==> config.mk <==
export PLATFORM = sky130hd
export DESIGN_NAME = alsu_out_serializer
export DESIGN_NICKNAME = d
export VERILOG_FILES = /design/src/rtl/alsu_out_serializer.sv
export SDC_FILE = /design/constraint.sdc
export NUM_CORES = 1
export LEC_CHECK = 0
export CAP_MARGIN = 30
export CORE_MARGIN = 5
export CORE_UTILIZATION = 37
export CTS_CLUSTER_DIAMETER = 60
export DETAILED_ROUTE_END_ITERATION = 6
export SLEW_MARGIN = 20
export SYNTH_ARGS = -nofsm -noshare
export SYNTH_HDL_FRONTEND = slang
export SYNTH_SLANG_ARGS = --single-unit
==> constraint.sdc <==
create_clock -name clk -period 2.75 [get_ports clk]
set_input_delay 0.275 -clock clk [delete_from_list [all_inputs] [get_ports clk]]
set_output_delay 0.275 -clock clk [all_outputs]
set_load 0.005 [all_outputs]
==> src/rtl/alsu_out_serializer.sv <==
// Buffers ALSU result words in a small FIFO and sends each as a framed,
// parity-protected serial stream on tx: start, 6 data LSB-first, err, parity, stop.
module alsu_out_serializer #(
    parameter int unsigned FIFO_DEPTH = 4,
    parameter int unsigned BIT_CYCLES = 2,
    parameter string       PARITY     = "EVEN"
) (
    input  logic                          clk,
    input  logic                          rst,
    input  logic                          in_valid,
    input  logic [5:0]                    in_data,
    input  logic                          in_err,
    input  logic                          ovf_clr,
    output logic                          in_ready,
    output logic                          tx,
    output logic                          busy,
    output logic                          overflow,
    output logic [$clog2(FIFO_DEPTH):0]   fifo_count
);

    localparam int unsigned PTR_W  = $clog2(FIFO_DEPTH);
    localparam int unsigned CNT_W  = PTR_W + 1;
    localparam int unsigned CYC_W  = (BIT_CYCLES > 1) ? $clog2(BIT_CYCLES) : 1;
    localparam int unsigned WORD_W = 7;
    localparam int unsigned BIT_W  = 3;
    localparam logic        ODD_PAR = (PARITY == "ODD");

    typedef enum logic [2:0] {
        IDLE,
        START,
        DATA,
        ERR,
        PAR,
        STOP
    } state_t;

    logic [WORD_W-1:0] mem [FIFO_DEPTH];
    logic [PTR_W-1:0]  wr_ptr_q, rd_ptr_q;
    logic [CNT_W-1:0]  count_q;
    logic              overflow_q;
    logic              push_c, drop_c, pop_c;
    logic [WORD_W-1:0] head_c;

    state_t            state_q, state_d;
    logic [CYC_W-1:0]  cyc_q, cyc_d;
    logic [BIT_W-1:0]  bit_q, bit_d;
    logic [WORD_W-1:0] sh_q, sh_d;
    logic              par_q, par_d;
    logic              tx_q, tx_d;
    logic              busy_q;
    logic              bit_done_c;

    // Room is judged on the registered count only, so a same-cycle pop never frees a slot.
    assign in_ready   = (count_q < CNT_W'(FIFO_DEPTH));
    assign push_c     = in_valid & in_ready;
    assign drop_c     = in_valid & ~in_ready;
    assign head_c     = mem[rd_ptr_q];
    assign fifo_count = count_q;
    assign overflow   = overflow_q;
    assign tx         = tx_q;
    assign busy       = busy_q;

    // FIFO pointers, occupancy and sticky overflow; pointers wrap naturally.
    always_ff @(posedge clk or negedge rst) begin
        if (!rst) begin
            wr_ptr_q   <= '0;
            rd_ptr_q   <= '0;
            count_q    <= '0;
            overflow_q <= 1'b0;
        end else begin
            if (push_c) wr_ptr_q <= wr_ptr_q + PTR_W'(1);
            if (pop_c)  rd_ptr_q <= rd_ptr_q + PTR_W'(1);
            case ({push_c, pop_c})
                2'b10:   count_q <= count_q + CNT_W'(1);
                2'b01:   count_q <= count_q - CNT_W'(1);
                default: count_q <= count_q;
            endcase
            if (drop_c)       overflow_q <= 1'b1;
            else if (ovf_clr) overflow_q <= 1'b0;
        end
    end

    // Storage needs no reset: occupancy alone decides what is valid.
    always_ff @(posedge clk) begin
        if (push_c) mem[wr_ptr_q] <= {in_err, in_data};
    end

    always_ff @(posedge clk or negedge rst) begin
        if (!rst) begin
            state_q <= IDLE;
            cyc_q   <= '0;
            bit_q   <= '0;
            sh_q    <= '0;
            par_q   <= 1'b0;
            tx_q    <= 1'b1;
            busy_q  <= 1'b0;
        end else begin
            state_q <= state_d;
            cyc_q   <= cyc_d;
            bit_q   <= bit_d;
            sh_q    <= sh_d;
            par_q   <= par_d;
            tx_q    <= tx_d;
            busy_q  <= (state_d != IDLE);
        end
    end

    assign bit_done_c = (cyc_q == CYC_W'(BIT_CYCLES - 1));

    // tx_d carries the level of the state being entered, so tx lines up with state_q.
    always_comb begin
        state_d = state_q;
        cyc_d   = cyc_q;
        bit_d   = bit_q;
        sh_d    = sh_q;
        par_d   = par_q;
        tx_d    = tx_q;
        pop_c   = 1'b0;

        if (state_q != IDLE) begin
            cyc_d = bit_done_c ? '0 : cyc_q + CYC_W'(1);
        end

        case (state_q)
            IDLE: begin
                tx_d = 1'b1;
                if (count_q != '0) begin
                    pop_c   = 1'b1;
                    sh_d    = head_c;
                    par_d   = (^head_c) ^ ODD_PAR;
                    state_d = START;
                    cyc_d   = '0;
                    tx_d    = 1'b0;
                end
            end
            START: begin
                if (bit_done_c) begin
                    state_d = DATA;
                    bit_d   = '0;
                    tx_d    = sh_q[0];
                end
            end
            DATA: begin
                if (bit_done_c) begin
                    sh_d = {1'b0, sh_q[WORD_W-1:1]};
                    tx_d = sh_q[1];
                    if (bit_q == BIT_W'(5)) begin
                        state_d = ERR;
                        bit_d   = '0;
                    end else begin
                        bit_d = bit_q + BIT_W'(1);
                    end
                end
            end
            ERR: begin
                if (bit_done_c) begin
                    state_d = PAR;
                    tx_d    = par_q;
                end
            end
            PAR: begin
                if (bit_done_c) begin
                    state_d = STOP;
                    tx_d    = 1'b1;
                end
            end
            STOP: begin
                if (bit_done_c) begin
                    state_d = IDLE;
                    tx_d    = 1'b1;
                end
            end
            default: begin
                state_d = IDLE;
                tx_d    = 1'b1;
            end
        endcase
    end

endmodule
==> results.cfg, run 1 <==
[status]
status = finished clean

[layout]
n_antenna_cell = 0
finalInstanceArea_mm2 = 0.00271
final_util = 0.432
nets = 204
drive_above_1_share = 0.128
layout_commonest_cell = edfxtp_1
area_delta_synth_final_pct = 15.2
final_cell_mix = 28 x edfxtp_1, 24 x dfrtp_1, 17 x clkdlybuf4s50_1, 13 x nand2_1, 12 x inv_1

[global_route]
grt_pass1_vias = 1424
grt_first_pass_wirelength_um = 6820
grt_overflow = 0
antenna_found_initial = 0
grt_max_degree = 26
grt_usage = 0.104

[drt]
avgViaCountPerCell = 4.98
routed-via-count = 1320
drtAntennaViolNets = 0
wl_per_cell_um = 14.7
wl_um = 3900
first_iter_violations = 35
dr.pass1.iters = 4
route.detailed.drc = 0

[hold_path]
min_path_type = input port to async pin

[power_and_ir_drop]
leakagePower_nw = 1.05
peakVddDrop_mv = 0.501
power_density_mw_per_mm2 = 1160

[timing]
hold_viol_final = 0
worst_pin_slew_ps = 487
fin_setup_tns_ps = 0
skew_ps = 8.26
report.final.slew_viol_count = 0
setup_viol = 0
rsz0062_at_grt = false
max_clock_freq_mhz = 448
slew_headroom = 0.675
period_share = 0.812
min_period_ps = 2230

[flow_run]
drv_cap = 0

[die]
fp-row-count = 29
io_pins = 18
core_mm2 = 0.00628
start_util = 0.375
die_y_um = 89.8
die_width_um = 89.8
dieArea_mm2 = 0.00806

[placement]
post-dp-hpwl_um = 2880
place_congestion = 0.729
placed_cell_area_mm2 = 0.00262
io_buffers = 17

[synth]
syn_nets = 184
synthCells = 167
yosysSeqAreaShare = 0.623
syn_area_mm2 = 0.00236
synth_seq_cells = 53
yosysWarnings = 0
avgSynthCellArea_um2 = 14.1
ys_types = 40

[critical_path]
startpoint_type = flop
worstReg2RegEnd = par_q
r2r_start = rd_ptr_q[0]
crit_type = flop to flop
r2r_setup_slack_ps = 520
end_kind = flop
cp-startpoint = rd_ptr_q[0]
crit_path_end = par_q
worst_ep_required_time_ps = 2950
arrival_ps = 2430
crit_path_max_fanout = 9
reg2reg_depth = 4

[clock_tree]
clk_latency_ps = 310
cts_sinks = 53
cts-root-buf = clkbuf_8
ctsHoldBuffers = 0
postCtsSetupBuffers = 0
cts_resized = 0
numCtsBuffers = 5
cts_tree = built
clk_pin_slew_ps = 100
htreeDepth = 2
clockBufferDepth = 2
per-stage QoR:
| step | setup slack [ps] | hold WS [ps] | std cells | total power [mW] |
|---|---|---|---|---|
| after floorplan | 275 | -20.6 | 167 | 2.35 |
| after global placement | 553 | 480 | 257 | 2.62 |
| after detailed placement | 514 | 493 | 257 | 2.72 |
| after CTS | 478 | 328 | 265 | 3.19 |
| after global routing | 421 | 349 | 265 | 3.37 |
| final | 517 | 321 | 265 | 3.14 |
layout make-up:
type | instances | area (um^2)
sequential | 53 | 1470
multi-input combinational | 93 | 800
clock inverter | 3 | 28.8
clock buffer | 5 | 68.8
fill | 572 | 3560
inverter | 12 | 45.0
timing repair buffer | 22 | 208
tap | 77 | 96.3
critical path: stages, from the launching register on:
cell,delay (ps)
dfrtp_1,660
mux4_2,580
xnor3_1,400
xnor3_1,220
mux2_4,260
cell usage after synthesis, drive strengths merged:
cell type,instances,share of area
mux2,2,0.011
a41oi,1,0.0037
a22o,1,0.0037
dfrtp,24,0.25
nor3,2,0.0042
a21o,1,0.0032
a211oi,1,0.0032
edfxtp,28,0.36
o21a,1,0.0032
nand3,3,0.0064
o21ai,11,0.023
xnor2,8,0.033
mux4,7,0.067
inv,12,0.019
o211ai,1,0.0032
xnor3,2,0.019
nand2,13,0.021
and2,5,0.013
ha,5,0.027
xor2,2,0.0074
o311ai,1,0.0037
o22ai,1,0.0027
clkbuf,6,0.0096
fa,1,0.0085
nor4bb,1,0.0042
nor2,7,0.011
nand2b,1,0.0027
o31ai,1,0.0032
and4,1,0.0037
mux2i,8,0.034
a21oi,2,0.0042
or2,1,0.0027
buf,3,0.0090
nor2b,1,0.0027
dfstp,1,0.011
o31a,1,0.0037
power breakdown:
group,total [mW],internal (mW),switching (mW)
logic,1.34,0.762,0.579
registers,1.33,1.10,0.235
clock network,0.465,0.191,0.274
total,3.14,2.05,1.09
kinds of logic after synthesis:
logic type      synth area share
compound gates            0.0611
xor+xnor                  0.0595
fa+ha+maj                 0.0351
buf+inv                   0.0377
flops                      0.623
mux                        0.112
simple gates              0.0717
worst min path at each step:
stage | endpoint | slack, ps | depth (start not counted)
2_1_floorplan | bit_done_c | -20 | 0
3_3_place_gp | bit_q[2] | 480 | 1
3_5_place_dp | bit_q[2] | 490 | 1
4_1_cts | state_q[0] | 330 | 2
5_1_grt | rd_ptr_q[0] | 350 | 2
6_report | busy | 320 | 2
metal layers:
layer / track usage / wire length [um] / up-vias
met5: 0 / 0 / -
met4: 0.0390 / 50 / 0
met3: 0.0284 / 156 / 4
met2: 0.178 / 2090 / 26
met1: 0.125 / 1600 / 656
li1: - / - / 634
sequential cells by signal (all words and copies together), names as in the netlist:
register	count
wr_ptr_q	2
state_q	3
overflow	1
busy	1
rd_ptr_q	2
mem	28
sh_q	7
fifo_count	3
bit_q	3
bit_done_c	1
par_q	1
tx	1
No activity file was read; power rests on OpenSTA's default activity.
==> inputs of run 2 (changes only) <==
- clock period: 2.75 -> 1.96 ns (I/O delays scaled with it)
==> run 2 against run 1 <==
The flow now finishes with violations (setup timing); final area grew 3.6%; clock power up 39%; worst hold slack lost 86 ps; clock skew fell by 3.2 ps; die area is the same; count of clock-buffer cells in the layout unchanged; total power increased by 46%; via count decreased by 0.30%; sequential share of layout area down 1.9 points; register-to-register slack worse by 560 ps; first-iteration DRC count increased by 43%; global-route usage fell by 0.37 points; critical path type unchanged; critical endpoint unchanged.
==> results.cfg, run 2 (same netlist as run 1, synthesis figures left out) <==
[die]
io_pins = 18
dieArea_mm2 = 0.00806
die_width_um = 89.8
core_mm2 = 0.00628
start_util = 0.375
fp-row-count = 29
die_y_um = 89.8

[hold_path]
min_path_type = input port to async pin

[clock_tree]
numCtsBuffers = 5
cts-root-buf = clkbuf_8
cts_sinks = 53
clk_latency_ps = 310
clk_pin_slew_ps = 100
htreeDepth = 2
ctsHoldBuffers = 0
clockBufferDepth = 2
cts_tree = built

[layout]
fillers = 554
final_cell_mix = 28 x edfxtp_1, 24 x dfrtp_1, 17 x clkdlybuf4s50_1, 13 x nand2_1
layout_commonest_cell = edfxtp_1
area_delta_synth_final_pct = 19.4
nets = 211
n_antenna_cell = 0
drive_above_1_share = 0.185
largest_reg_flops = 28
final_cells = 272
largest_registers = mem x28, sh_q x7
largest-register = mem

[timing]
report.final.slew_viol_count = 0
skew_ps = 5.04
period_share = 1.02
slew_headroom = 0.634
min_period_ps = 2000
hold_viol_final = 0
rsz0062_at_grt = true
setup_viol = 1
fin_ws_ps = -41.9
max_clock_freq_mhz = 500
worst_pin_slew_ps = 548

[critical_path]
crit_type = flop to flop
r2r_setup_slack_ps = -40
end_kind = flop
worstReg2RegEnd = par_q
crit_path_max_fanout = 3
startpoint_type = flop
reg2reg_depth = 5
worst_ep_required_time_ps = 2160
r2r_start = rd_ptr_q[0]
arrival_ps = 2200

[global_route]
grt_usage = 0.101
grt_overflow = 0
antenna_found_initial = 0
grt_max_degree = 20
grt_pass1_vias = 1398
grt_first_pass_wirelength_um = 6560

[power_and_ir_drop]
leakagePower_nw = 1.09
p_int_mw = 3.03
switching_power_mw = 1.57
p_comb_frac = 0.472
power_density_mw_per_mm2 = 1630
p_clk_frac = 0.141
fin_total_pwr_mw = 4.60
peakVddDrop_mv = 0.799
power.share.switching = 0.341
seqPwrFrac = 0.387

[drt]
dr.pass1.iters = 5
wl_per_cell_um = 14.3
avgViaCountPerCell = 4.84
drtAntennaViolNets = 0
route.detailed.drc = 0
first_iter_violations = 50
wl_um = 3900
routed-via-count = 1316

[placement]
place_inst = 263
place_congestion = 0.724
post-dp-hpwl_um = 2920
io_buffers = 17

[flow_run]
drv_cap = 0

[status]
violations = setup timing
status = finished with violations
## run 2: cell count changes in the layout (fill, tap and decap cells not counted)
cell	change
buf_4	+6
buf_12	+1
fa_1	-1
fa_2	+1
ha_1	-1
ha_4	+1
inv_1	-1
inv_2	+1
nor3_1	-1
nor3_4	+1
xnor2_1	-1
xnor2_2	+1
## run 2: layout make-up
class	instances	area [um^2]	area share
timing repair buffer	29	273	0.0970
multi-input combinational	93	833	0.296
tap	77	96.3	0.0343
clock buffer	5	68.8	0.0245
inverter	12	45.0	0.0160
clock inverter	3	28.8	0.0102
sequential	53	1470	0.522
## run 2: worst max-delay path, stage by stage (launching register included)
cell and delay (ps):
dfrtp_1 390, buf_4 140, mux4_2 540, xnor2_2 170
xnor3_1 400, mux2_4 260
## run 2: power by group through the flow
stage	logic, mW	registers (mW)	clock network [mW]
2_1_floorplan	1.71	1.72	0
3_3_place_gp	2.06	1.80	0
3_5_place_dp	2.15	1.81	0
4_1_cts	2.16	1.78	0.665
5_1_grt	2.41	1.83	0.693
6_report	2.17	1.78	0.648
## run 2: through the flow
| stage | hold WS, ps | worst slack (ps) | instance area (um^2) | util | TNS, ps |
|---|---|---|---|---|---|
| 2_1_floorplan | -99.6 | -104 | 2410 | - | -113 |
| 3_3_place_gp | 481 | -1.28 | 2700 | 0.430 | -1.28 |
| 3_5_place_dp | 510 | -42.4 | 2700 | 0.430 | -42.4 |
| 4_1_cts | 251 | -62.5 | 2800 | 0.446 | -62.5 |
| 5_1_grt | 289 | -125 | 2810 | 0.448 | -140 |
| 6_report | 234 | -41.9 | 2810 | 0.448 | -41.9 |
## run 2: repair_timing
item,4_1_cts,5_1_grt
setup endpoints to repair,1,2
pin swaps,0,2
setup buffers,0,1
gates resized for setup,0,1
## run 2: how the worst max path moves through the flow
stage               slack, ps            end        start  depth (start not counted)
floorplan                -100  fifo_count[2]   state_q[0]                         11
global placement           -1          par_q  rd_ptr_q[0]                          5
detailed placement        -40          par_q  rd_ptr_q[0]                          5
CTS                       -60          par_q  rd_ptr_q[0]                          5
global route             -120          par_q  rd_ptr_q[0]                          5
finish                    -40          par_q  rd_ptr_q[0]                          5
## run 2: layer usage
layer	share of wire	wire, um	GRT usage
met1	0.45	1750	0.123
met3	0.032	124	0.0301
met4	0.013	50	0.0302
met5	0	0	0
met2	0.51	1980	0.171
